## src/rtl/encoder_decoder.sv

```systemverilog
// Four-channel frame assembler: routes din to a..d by sel or an
// auto pointer and flags a complete frame until the consumer acks.
module encoder_decoder #(
    parameter int WIDTH = 8
) (
    input  logic             clk,
    input  logic             rst,
    input  logic [WIDTH-1:0] din,
    input  logic [1:0]       sel,
    input  logic             din_valid,
    output logic             din_ready,
    input  logic             auto_mode,
    input  logic             frame_ack,
    output logic [WIDTH-1:0] a,
    output logic [WIDTH-1:0] b,
    output logic [WIDTH-1:0] c,
    output logic [WIDTH-1:0] d,
    output logic [3:0]       wr_strobe,
    output logic             frame_valid,
    output logic             frame_err
);

    localparam logic [1:0] IDLE    = 2'd0;
    localparam logic [1:0] COLLECT = 2'd1;
    localparam logic [1:0] FULL    = 2'd2;

    logic [1:0]       state_q, state_d;
    logic [3:0]       filled_q, filled_d;
    logic [1:0]       ptr_q, ptr_d;
    logic             mode_q, mode_d;
    logic [WIDTH-1:0] a_q, a_d;
    logic [WIDTH-1:0] b_q, b_d;
    logic [WIDTH-1:0] c_q, c_d;
    logic [WIDTH-1:0] d_q, d_d;
    logic [3:0]       wr_strobe_q, wr_strobe_d;
    logic             frame_valid_q, frame_valid_d;
    logic             frame_err_q, frame_err_d;

    logic       xfer;
    logic       eff_auto;
    logic [1:0] ch;
    logic [3:0] ch_oh;

    assign din_ready = (state_q != FULL);

    // Decode the destination channel and compute the next state of every flop
    always_comb begin
        xfer          = din_valid && din_ready;
        eff_auto      = (state_q == IDLE) ? auto_mode : mode_q;
        ch            = eff_auto ? ptr_q : sel;
        ch_oh         = 4'b0001 << ch;
        state_d       = state_q;
        filled_d      = filled_q;
        ptr_d         = ptr_q;
        mode_d        = mode_q;
        a_d           = a_q;
        b_d           = b_q;
        c_d           = c_q;
        d_d           = d_q;
        wr_strobe_d   = 4'b0000;
        frame_err_d   = 1'b0;

        if (xfer) begin
            wr_strobe_d = ch_oh;
            frame_err_d = |(filled_q & ch_oh);
            filled_d    = filled_q | ch_oh;
            if (eff_auto) ptr_d = ptr_q + 2'd1;
            case (ch)
                2'd0:    a_d = din;
                2'd1:    b_d = din;
                2'd2:    c_d = din;
                default: d_d = din;
            endcase
        end

        case (state_q)
            IDLE: begin
                if (xfer) begin
                    state_d = COLLECT;
                    mode_d  = auto_mode;
                end
            end
            COLLECT: begin
                if (filled_d == 4'b1111) state_d = FULL;
            end
            FULL: begin
                if (frame_ack) begin
                    state_d  = IDLE;
                    filled_d = 4'b0000;
                    ptr_d    = 2'd0;
                end
            end
            default: begin
                state_d  = IDLE;
                filled_d = 4'b0000;
                ptr_d    = 2'd0;
            end
        endcase

        frame_valid_d = (state_d == FULL);
    end

    // State and output registers; reset discards any frame in progress
    always_ff @(posedge clk or posedge rst) begin
        if (rst) begin
            state_q       <= IDLE;
            filled_q      <= 4'b0000;
            ptr_q         <= 2'd0;
            mode_q        <= 1'b0;
            a_q           <= '0;
            b_q           <= '0;
            c_q           <= '0;
            d_q           <= '0;
            wr_strobe_q   <= 4'b0000;
            frame_valid_q <= 1'b0;
            frame_err_q   <= 1'b0;
        end else begin
            state_q       <= state_d;
            filled_q      <= filled_d;
            ptr_q         <= ptr_d;
            mode_q        <= mode_d;
            a_q           <= a_d;
            b_q           <= b_d;
            c_q           <= c_d;
            d_q           <= d_d;
            wr_strobe_q   <= wr_strobe_d;
            frame_valid_q <= frame_valid_d;
            frame_err_q   <= frame_err_d;
        end
    end

    assign a           = a_q;
    assign b           = b_q;
    assign c           = c_q;
    assign d           = d_q;
    assign wr_strobe   = wr_strobe_q;
    assign frame_valid = frame_valid_q;
    assign frame_err   = frame_err_q;

endmodule

```

## config.mk

```make
export PLATFORM = sky130hd
export DESIGN_NAME = encoder_decoder
export DESIGN_NICKNAME = d
export VERILOG_FILES = /design/src/rtl/encoder_decoder.sv
export SDC_FILE = /design/constraint.sdc
export NUM_CORES = 1
export LEC_CHECK = 0
export ABC_AREA = 1
export CAP_MARGIN = 20
export CORE_MARGIN = 1
export CORE_UTILIZATION = 51
export DETAILED_ROUTE_END_ITERATION = 8
export MAX_ROUTING_LAYER = met4
export PLACE_DENSITY = 0.89
export SKIP_CTS_REPAIR_TIMING = 1
export SLEW_MARGIN = 40
export SYNTH_ARGS = -nofsm -noshare
export SYNTH_HDL_FRONTEND = slang
export SYNTH_SLANG_ARGS = --single-unit
```

## constraint.sdc

```tcl
create_clock -name clk -period 3.59 [get_ports clk]
set_clock_uncertainty 0.2 [all_clocks]
set_input_delay 0.718 -clock clk [delete_from_list [all_inputs] [get_ports clk]]
set_output_delay 0.718 -clock clk [all_outputs]
set_load 0.005 [all_outputs]
```

Word level (Yosys, flattened, before mapping)
Index checks and enable logic that the tools add are counted.
{ "word_totals": {"register_bits": 47, "inputBits": 15, "out_inout_bits": 39, "word_cells": 49} }
{ "op_classes": {"add_sub_neg": 1, "n_eq_ne": 7, "n_shift": 1, "n_mux": 15, "bitwise": 3, "reduce_logical": 11} }
{ "op_table": {"columns": ["operator", "n"], "rows": [
  ["two-way mux 2 bit", 7],
  ["two-way mux 4 bit", 3],
  ["AND reduction 2 bit", 5],
  ["one-hot mux 4 bit (2 select lines)", 1],
  ["equality test 2 bit (second input constant)", 3],
  ["one-hot mux 2 bit (3 select lines)", 1],
  ["bitwise AND 4 bit", 1],
  ["equality test 2 x 1 -> 1 bit (second input constant)", 2],
  ["equality test 4 bit (second input constant)", 1],
  ["logical NOT 2 bit", 2],
  ["OR 4 bit", 1],
  ["one-hot mux 2 bit (2 select lines)", 1],
  ["OR reduction 4 bit", 1],
  ["left shift 1 x 2 -> 4 bit (first input constant)", 1],
  ["OR reduction 3 bit", 1],
  ["adder 2 x 1 -> 2 bit (second input constant)", 1],
  ["two-way mux 1 bit", 2],
  ["inequality test 2 bit (second input constant)", 1],
  ["OR reduction 2 bit", 1],
  ["logical AND 1 bit", 1],
  ["inverter 1 bit", 1]
]} }

Depth between registers and ports, before layout
Gate-level depths: netlist of run 1.
{ "depth": {"ltp_word": 10, "mapped_depth": 12} }

Least setup slack after synthesis of run 1
No wires, ideal clock.
{ "synth_path": {"path_type": "input -> register", "startpoint": "input port auto_mode", "endpoint": "register state_q[0]", "setup_ns": 0.120, "arrival_time_ns": 1.445, "required_time_ns": 3.270, "slack_ns": 1.825, "stages": 10, "path_buffers": 0, "path_cell_list": "inv_1 nand2_4 nand2_4 nand2_2 nand2_4 nand3_2 nand2_1 nand2_1 o21ai_1 nand2_1"} }
{ "synth_between": {"elab_chain_cells": 8} }
{ "synth_lines": {"columns": ["element", "line_no", "source"], "rows": [
  ["start, declared", "12", "input logic auto_mode,"],
  ["two-way mux 1 bit", "49", "eff_auto = (state_q == IDLE) ? auto_mode : mode_q;"],
  ["two-way mux 2 bit", "50", "ch = eff_auto ? ptr_q : sel;"],
  ["left shift 1 x 2 -> 4 bit", "51", "ch_oh = 4'b0001 << ch;"],
  ["OR 4 bit", "66", "filled_d = filled_q | ch_oh;"],
  ["two-way mux 4 bit", "63", "if (xfer) begin"],
  ["equality test 4 bit", "84", "if (filled_d == 4'b1111) state_d = FULL;"],
  ["two-way mux 2 bit", "84", null],
  ["one-hot mux 2 bit (3 select lines)", "76", "case (state_q)"],
  ["via state_d[0]", "27", "logic [1:0] state_q, state_d;"],
  ["end signal, assigned", "118", "state_q <= state_d;"],
  ["end, declared", "27", null]
]} }
The timed path passes the listed nets, and every way through them passes these cells.
A chain may end at the register's enable or synchronous reset.

Worst setup path after layout of run 1
{ "layout_path": {"startpoint": "register state_q[1]", "endpoint": "output port din_ready"} }
{ "layout_between": {"elab_chain_cells": 1} }
{ "layout_lines": {"columns": ["element", "line_no", "source"], "rows": [
  ["inequality test 2 bit", "44", "assign din_ready = (state_q != FULL);"],
  ["end, declared", "11", "output logic din_ready,"]
]} }
No other way between the ends.

==> results of run 1 <==
[synth_stat cells]
| cell type | n | area, µm² |
|---|---|---|
| nand2_1 | 105 | 394 |
| dfrtp_1 | 47 | 1180 |
| inv_1 | 15 | 56.3 |
| nand2_2 | 12 | 75.1 |
| nand3_1 | 10 | 50.1 |
| a21oi_1 | 5 | 25.0 |
| nand2_4 | 5 | 56.3 |
| buf_6 | 4 | 45.0 |
| nand3_2 | 4 | 40.0 |
| nor2_1 | 4 | 15.0 |
| inv_2 | 3 | 11.3 |
| inv_6 | 3 | 26.3 |
| a31oi_1 | 2 | 12.5 |
| inv_8 | 1 | 11.3 |
| nor2_2 | 1 | 6.26 |
| nor2_4 | 1 | 11.3 |
| nor3_1 | 1 | 5.00 |
| nor3_2 | 1 | 10.0 |
| o21ai_0 | 1 | 5.00 |
| o21ai_1 | 1 | 5.00 |
| xor2_1 | 1 | 8.76 |
[per-layer routing]
layer | global-route usage | wire [µm] | share of wire | vias up
li1 | - | - | - | 803
met1 | 0.303 | 1940 | 0.44 | 770
met2 | 0.371 | 2070 | 0.47 | 58
met3 | 0.0556 | 306 | 0.069 | 12
met4 | 0.122 | 119 | 0.027 | 0
met5 | - | 0 | 0 | -
[cells by family (layout without fill, tap and decap cells)]
| logic type | count (synthesis) | in the layout | synth area share |
|---|---|---|---|
| AND/OR/NAND/NOR | 144 | 144 | 0.324 |
| flip-flops | 47 | 47 | 0.575 |
| buffers and inverters | 26 | 83 | 0.0734 |
| AO/OA/AOI/OAI | 9 | 9 | 0.0232 |
| XOR/XNOR | 1 | 1 | 0.00428 |
[where the power goes]
group	switching, mW	leakage, nW	internal (mW)
Sequential	0.141	0.589	0.776
Combinational	0.604	0.744	0.567
Clock	0.173	0.0612	0.225
[worst reg2reg max path, delay by kind of cell (launching register included)]
family / cells / cell delay (ns)
flip-flops: 1 / 0.41
AND/OR/NAND/NOR: 11 / 1.27
[metrics by stage]
stage                     instance area, µm²  instances
after floorplan                         2050        227
after global placement                  2590        324
after detailed placement                2590        324
after CTS                               2710        332
after global routing                    2710        332
final                                   2710        332
[registers in the layout, summed over array words and instances (netlist names), 2 cells and up]
name and cells:
c 8, ptr_q 2, wr_strobe 4, d 8, state_q 2, a 8
filled_q 4, b 8
[area by class of cell]
cell class                 count  area, µm²  share of cell area
clock buffer                   6       82.6              0.0305
timing repair buffer          53        531               0.196
multi-input combinational    154        719               0.265
inverter                      22        108              0.0397
sequential                    47       1180               0.434
clock inverter                 2       35.0              0.0129
tap                           48       60.1              0.0222
[final timing paths]
check,start,end
setup / recovery,state_q[1],din_ready
min in group asynchronous,rst,c[6]
max in group asynchronous,rst,b[5]
hold / removal,b[6],b[6]
hold reg to reg,b[6],b[6]
setup reg to reg,state_q[1],frame_valid
==> impl_metrics.csv, run 1 <==
group,metric,value,unit
worst_setup_path,cp.depth,4,
final_layout,fillers,282,
power,p_leak,1.39,nW
grt,overflow,0,
grt,antenna_found_initial,0,
grt,grt_pass1_wl,7.35,mm
floorplanning,io_pins,54,
detailed_routing,routed_wl,4.43,mm
final_layout,antenna_cells,0,
timing,maxSlewViolCount,0,
clock_tree,htree_levels,2,
clock_tree,clkTransAtPathRegs,0.08,ns
detailed_routing,post_drt_wl_per_cell,13.3,µm
worst_setup_path,critPathLaunchType,"register",
grt,grt_max_degree,48,
detailed_routing,via_count,1643,
timing,tns,0,ns
grt,grt_usage,0.243,
worst_setup_path,worstPathArrival,1.50,ns
floorplanning,die_h,65.3,µm
final_layout,utilization,0.724,
timing,slew_headroom,0.630,
placed_design,post-dp-hpwl,3.16,mm
timing,rsz0062_at_grt,"no",
yosys,yosys_register_bits,47,
yosys,syn_avg_cell_area,9.01,µm²
placed_design,io_buffers,53,
worst_setup_path,path_cells,"inv_2, nor2_1, inv_1, clkdlybuf4s50_1",
detailed_routing,first_iter_violations,85,
timing,period_minus_slack,2.41,ns
clock_tree,tritoncts.num_buffers,5,
worst_setup_path,max_stage_delay,0.44,ns
yosys,yosysSeqAreaShare,0.575,
timing,tightest_slew,0.555,ns
timing,fmax,0.414,GHz
yosys,syn_inst,227,
yosys,syn-cell-area,2050,µm²
worst_setup_path,crit_required,2.67,ns
clock_tree,root_buffer,"clkbuf_8",
timing,setup_violations,0,
final_layout,final_common_cell,"nand2_1",
worst_setup_path,crit_buf_inv,3,
detailed_routing,vias_per_cell,4.95,
power,fin_total_pwr,2.48,mW
clock_tree,insertion_delay,0.30,ns
floorplanning,core_area,3740,µm²
worst_setup_path,crit_path_end_kind,"output port",
timing,hold_ws,0.289,ns
floorplanning,die_area,4270,µm²
floorplanning,die-width,65.3,µm
worst_setup_path,slowest_stage,"clkdlybuf4s50_1",
power,p_per_area,916,nW/µm²
timing,period_share,0.672,
yosys,yosysUniqueCellTypes,21,
job,max-cap-violations,0,
final_layout,final_cell_mix,"nand2_1 (105), clkdlybuf4s50_1 (53), dfrtp_1 (47)",
final_layout,drive_gt1_frac,0.141,
placed_design,place.gp.congestion,0.772,
timing,hold_violations,0,
detailed_routing,final_antenna_net_count,0,
placed_design,dp_slack,0.963,ns
clock_tree,clockBufferDepth,2,
detailed_routing,dr.pass1.iters,4,
worst_setup_path,crit_family,"buffers and inverters",
worst_setup_path,worstRegToRegCells,11,
worst_hold_path,hp-class,"reg -> reg",
grt,first_global_vias,1635,
floorplanning,start_util,0.546,
floorplanning,rows,22,
power,peakVddDrop,0.456,mV
final_layout,area_growth,32.5,%
worst_setup_path,path_max_fanout,3,
detailed_routing,route.detailed.drc,0,
status,outcome,"finished, final reports clean",
worst_setup_path,path_class,"reg -> out",
worst_setup_path,reg2reg_slack,1.64,ns
yosys,syn_nets,242,
final_layout,fin_nets,298,
clock_tree,cts_tree,"built",
clock_tree,clock-sinks,47,
yosys,ys_warn_count,0,
worst_hold_path,hold_depth,2,
timing,setup_slack,1.18,ns
Power figures use the tool's default switching activity.
==> run 2, diff against run 1 <==
CORE_UTILIZATION = 43   (was 51)
PLACE_DENSITY = 0.81   (was 0.89)
clock period = 2.1 ns   (was 3.59 ns; I/O delays follow)
==> impl_metrics.csv, run 2 (synthesis gave the netlist of run 1 again) <==
group,metric,value,unit
status,outcome,"finished with violations",
status,violations,"DRC",
placed_design,io_buffers,53,
detailed_routing,final_antenna_net_count,0,
grt,antenna_found_initial,0,
floorplanning,die_h,71.0,µm
clock_tree,insertion_delay,0.30,ns
grt,grt_pass1_wl,7.40,mm
final_layout,fin_nets,305,
clock_tree,clkTransAtPathRegs,0.08,ns
detailed_routing,post_drt_wl_per_cell,13.1,µm
grt,overflow,0,
floorplanning,core_area,4470,µm²
final_layout,drive_gt1_frac,0.165,
detailed_routing,route.detailed.drc,4,
placed_design,dp_slack,-0.00332,ns
worst_setup_path,crit_required,1.48,ns
timing,setup_violations,0,
worst_setup_path,worstPathArrival,1.40,ns
job,max-cap-violations,0,
floorplanning,io_pins,54,
timing,tightest_slew,0.359,ns
worst_setup_path,slowest_stage,"clkdlybuf4s50_1",
final_layout,antenna_cells,0,
floorplanning,rows,24,
clock_tree,htree_levels,2,
worst_setup_path,max_stage_delay,0.48,ns
worst_setup_path,path_class,"reg -> out",
timing,maxSlewViolCount,0,
power,p_per_area,1570,nW/µm²
timing,tns,0,ns
placed_design,place.gp.congestion,0.810,
placed_design,place_inst,335,
final_layout,final_common_cell,"nand2_1",
timing,setup_slack,0.0843,ns
clock_tree,root_buffer,"clkbuf_8",
detailed_routing,dr.pass1.iters,6,
timing,fmax,0.496,GHz
worst_hold_path,hp-class,"in -> async",
clock_tree,clockBufferDepth,2,
timing,rsz0062_at_grt,"no",
worst_setup_path,crit_path_end_kind,"output port",
floorplanning,die-width,71.0,µm
grt,grt_max_degree,24,
final_layout,utilization,0.627,
detailed_routing,routed_wl,4.50,mm
final_layout,area_growth,37.1,%
timing,hold_violations,0,
timing,period_minus_slack,2.02,ns
worst_setup_path,critPathLaunchType,"register",
timing,hold_ws,0.201,ns
final_layout,post_layout_nonfiller_instances,343,
grt,first_global_vias,1572,
grt,grt_usage,0.198,
clock_tree,cts_tree,"built",
detailed_routing,vias_per_cell,4.88,
detailed_routing,via_count,1673,
floorplanning,start_util,0.457,
timing,slew_headroom,0.761,
power,peakVddDrop,0.718,mV
floorplanning,die_area,5040,µm²
timing,period_share,0.960,
detailed_routing,first_iter_violations,79,
clock_tree,clock-sinks,47,
final_layout,final_cell_mix,"nand2_1 (105), clkdlybuf4s50_1 (53), dfrtp_1 (47)",
worst_setup_path,path_max_fanout,3,
worst_setup_path,path_cells,"inv_2, nor2_4, inv_1, clkdlybuf4s50_1",
clock_tree,tritoncts.num_buffers,5,
power,p_leak,1.43,nW
placed_design,post-dp-hpwl,3.33,mm
## run 2: power by group
part	internal [mW]	switching, mW	leakage, nW	total (mW)
clock network	0.474	0.300	0.0644	0.774
registers	1.33	0.246	0.589	1.57
logic	1.02	1.04	0.780	2.06
## run 2: critical path: cells and delay by family (launching register included)
family	cells	cell delay (ns)
flip-flops	1	0.41
buffers and inverters	3	0.64
AND/OR/NAND/NOR	1	0.05
## run 2: cell type report
class	count	area [µm²]
Sequential cell	47	1180
Fill cell	354	1670
Multi-Input combinational cell	154	727
Tap cell	52	65.1
Inverter	22	105
Clock buffer	5	68.8
Timing Repair Buffer	60	596
Clock inverter	3	67.6
## run 2: per-layer routing
layer	vias up	part of all wire	GRT usage
li1	819	-	-
met1	792	0.43	0.260
met2	57	0.49	0.311
met3	5	0.071	0.0456
met4	0	0.012	0.0578
met5	-	0	-
## run 2: stage by stage
| step | cell area, µm² | total power [mW] |
|---|---|---|
| floorplan | 2050 | 2.70 |
| global placement | 2660 | 3.58 |
| detailed placement | 2660 | 3.65 |
| CTS | 2800 | 4.44 |
| global route | 2810 | 4.74 |
| finish | 2810 | 4.41 |
## run 2: worst paths after layout
check,endpoint,slack [ns],from,depth (start not counted)
setup reg to reg,c[2],0.31,state_q[0],9
hold reg to reg,b[3],0.28,b[3],2
min in group clk,b[3],0.28,b[3],2
hold / removal,frame_valid,0.20,rst,2
setup / recovery,din_ready,0.08,state_q[1],4
max in group asynchronous,wr_strobe[1],1.04,rst,3
==> run 3, diff against run 2 <==
CORE_UTILIZATION = 55   (was 43)
DONT_BUFFER_PORTS = 1   (was unset)
PLACE_DENSITY = 0.79   (was 0.81)
==> impl_metrics.csv, run 3 (synthesis gave the netlist of run 1 again) <==
group,metric,value,unit
clock_tree,root_buffer,"clkbuf_8",
grt,first_global_vias,1451,
worst_setup_path,worstPathArrival,1.72,ns
timing,tightest_slew,0.522,ns
final_layout,final_cell_mix,"nand2_1 (105), dfrtp_1 (47), inv_1 (14)",
floorplanning,rows,21,
placed_design,place.gp.congestion,0.830,
clock_tree,htree_levels,2,
clock_tree,clockBufferDepth,2,
final_layout,drive_gt1_frac,0.190,
timing,tns,0,ns
clock_tree,clkTransAtPathRegs,0.09,ns
detailed_routing,vias_per_cell,5.04,
worst_setup_path,reg2reg_to,"b[5]",
clock_tree,cts_tree,"built",
worst_setup_path,reg2reg_slack,0.37,ns
worst_setup_path,rr_startpoint,"state_q[1]",
final_layout,utilization,0.644,
final_layout,area_growth,8.38,%
timing,rsz0062_at_grt,"no",
power,switching_share,0.415,
worst_setup_path,critPathLaunch,"state_q[1]",
power,pwr-share-clk,0.162,
floorplanning,start_util,0.594,
power,seq_power_share,0.465,
status,outcome,"finished, final reports clean",
detailed_routing,routed_wl,4.01,mm
detailed_routing,via_count,1427,
job,max-cap-violations,0,
worst_setup_path,critPathLaunchType,"register",
grt,grt_max_degree,27,
detailed_routing,route.detailed.drc,0,
timing,hold_violations,0,
placed_design,io_buffers,0,
timing,period_minus_slack,1.73,ns
clock_tree,tritoncts.num_buffers,5,
placed_design,dp_slack,0.393,ns
floorplanning,io_pins,54,
detailed_routing,first_iter_violations,136,
worst_setup_path,worstRegToRegCells,9,
clock_tree,clock-sinks,47,
timing,slew_headroom,0.652,
power,switchingPower,1.46,mW
power,p_per_area,1590,nW/µm²
timing,maxSlewViolCount,0,
worst_setup_path,path_class,"reg -> reg",
final_layout,final_common_cell,"nand2_1",
grt,antenna_found_initial,0,
worst_setup_path,path_max_fanout,10,
floorplanning,die-width,63.0,µm
power,pwr-share-comb,0.373,
worst_setup_path,cp-endpoint,"b[5]",
grt,grt_usage,0.237,
timing,period_share,0.822,
floorplanning,die_area,3970,µm²
worst_hold_path,hp-class,"in -> reg",
grt,overflow,0,
timing,hold_ws,0.0177,ns
floorplanning,core_area,3440,µm²
timing,setup_slack,0.373,ns
detailed_routing,dr.pass1.iters,4,
timing,setup_violations,0,
worst_setup_path,crit_required,2.10,ns
grt,grt_pass1_wl,6.81,mm
power,p_int,2.06,mW
detailed_routing,final_antenna_net_count,0,
final_layout,antenna_cells,0,
floorplanning,die_h,63.0,µm
placed_design,post-dp-hpwl,2.95,mm
clock_tree,insertion_delay,0.30,ns
detailed_routing,post_drt_wl_per_cell,14.2,µm
final_layout,fin_nets,251,
power,peakVddDrop,0.644,mV
power,p_leak,1.21,nW
worst_setup_path,crit_path_end_kind,"register",
timing,fmax,0.579,GHz
-- run 3: critical path: stages, from the launching register on --
cell and delay, ns:
dfrtp_1 0.41, nor2_2 0.21, nand2_4 0.11, nand3_1 0.16, nand2_4 0.08, nand3_2 0.07, buf_4 0.20, inv_8 0.07
nand2_2 0.06, nand2_1 0.05
-- run 3: worst min path at each step --
| stage | startpoint | endpoint | slack (ns) | cells past startpoint |
|---|---|---|---|---|
| finish | din[0] | b[0] | 0.02 | 2 |
| CTS | rst | c[7] | -0.19 | 1 |
| floorplan | b[0] | b[0] | 0.27 | 2 |
| global placement | rst | a[1] | 0.14 | 1 |
| detailed placement | rst | a[1] | 0.14 | 1 |
| global route | din[1] | b[1] | 0.007 | 2 |
-- run 3: layer usage --
metal / GRT usage / vias up / routed length [µm]
li1: - / 708 / -
met1: 0.284 / 676 / 1780
met2: 0.363 / 39 / 1910
met3: 0.0730 / 4 / 257
met4: 0.110 / 0 / 61
met5: - / - / 0
-- run 3: final cells by class --
class | count | area (µm²)
Multi-Input combinational cell | 154 | 719
Sequential cell | 47 | 1180
Fill cell | 301 | 1220
Clock inverter | 2 | 16.3
Timing Repair Buffer | 6 | 60.1
Tap cell | 46 | 57.6
Clock buffer | 6 | 82.6
Inverter | 22 | 105
-- run 3: power by group through the flow --
stage	clock, mW	combinational, mW	sequential (mW)
after floorplan	0	1.13	1.57
after global placement	0	1.26	1.66
after detailed placement	0	1.32	1.66
after CTS	0.584	1.32	1.65
after global routing	0.615	1.51	1.69
final	0.571	1.31	1.64
-- run 3: through the flow --
step / power [mW] / instances / instance area (µm²)
3_5_place_dp: 2.98 / 274 / 2110
6_report: 3.53 / 283 / 2220
4_1_cts: 3.55 / 282 / 2210
3_3_place_gp: 2.92 / 274 / 2110
5_1_grt: 3.82 / 283 / 2220
2_1_floorplan: 2.70 / 227 / 2050
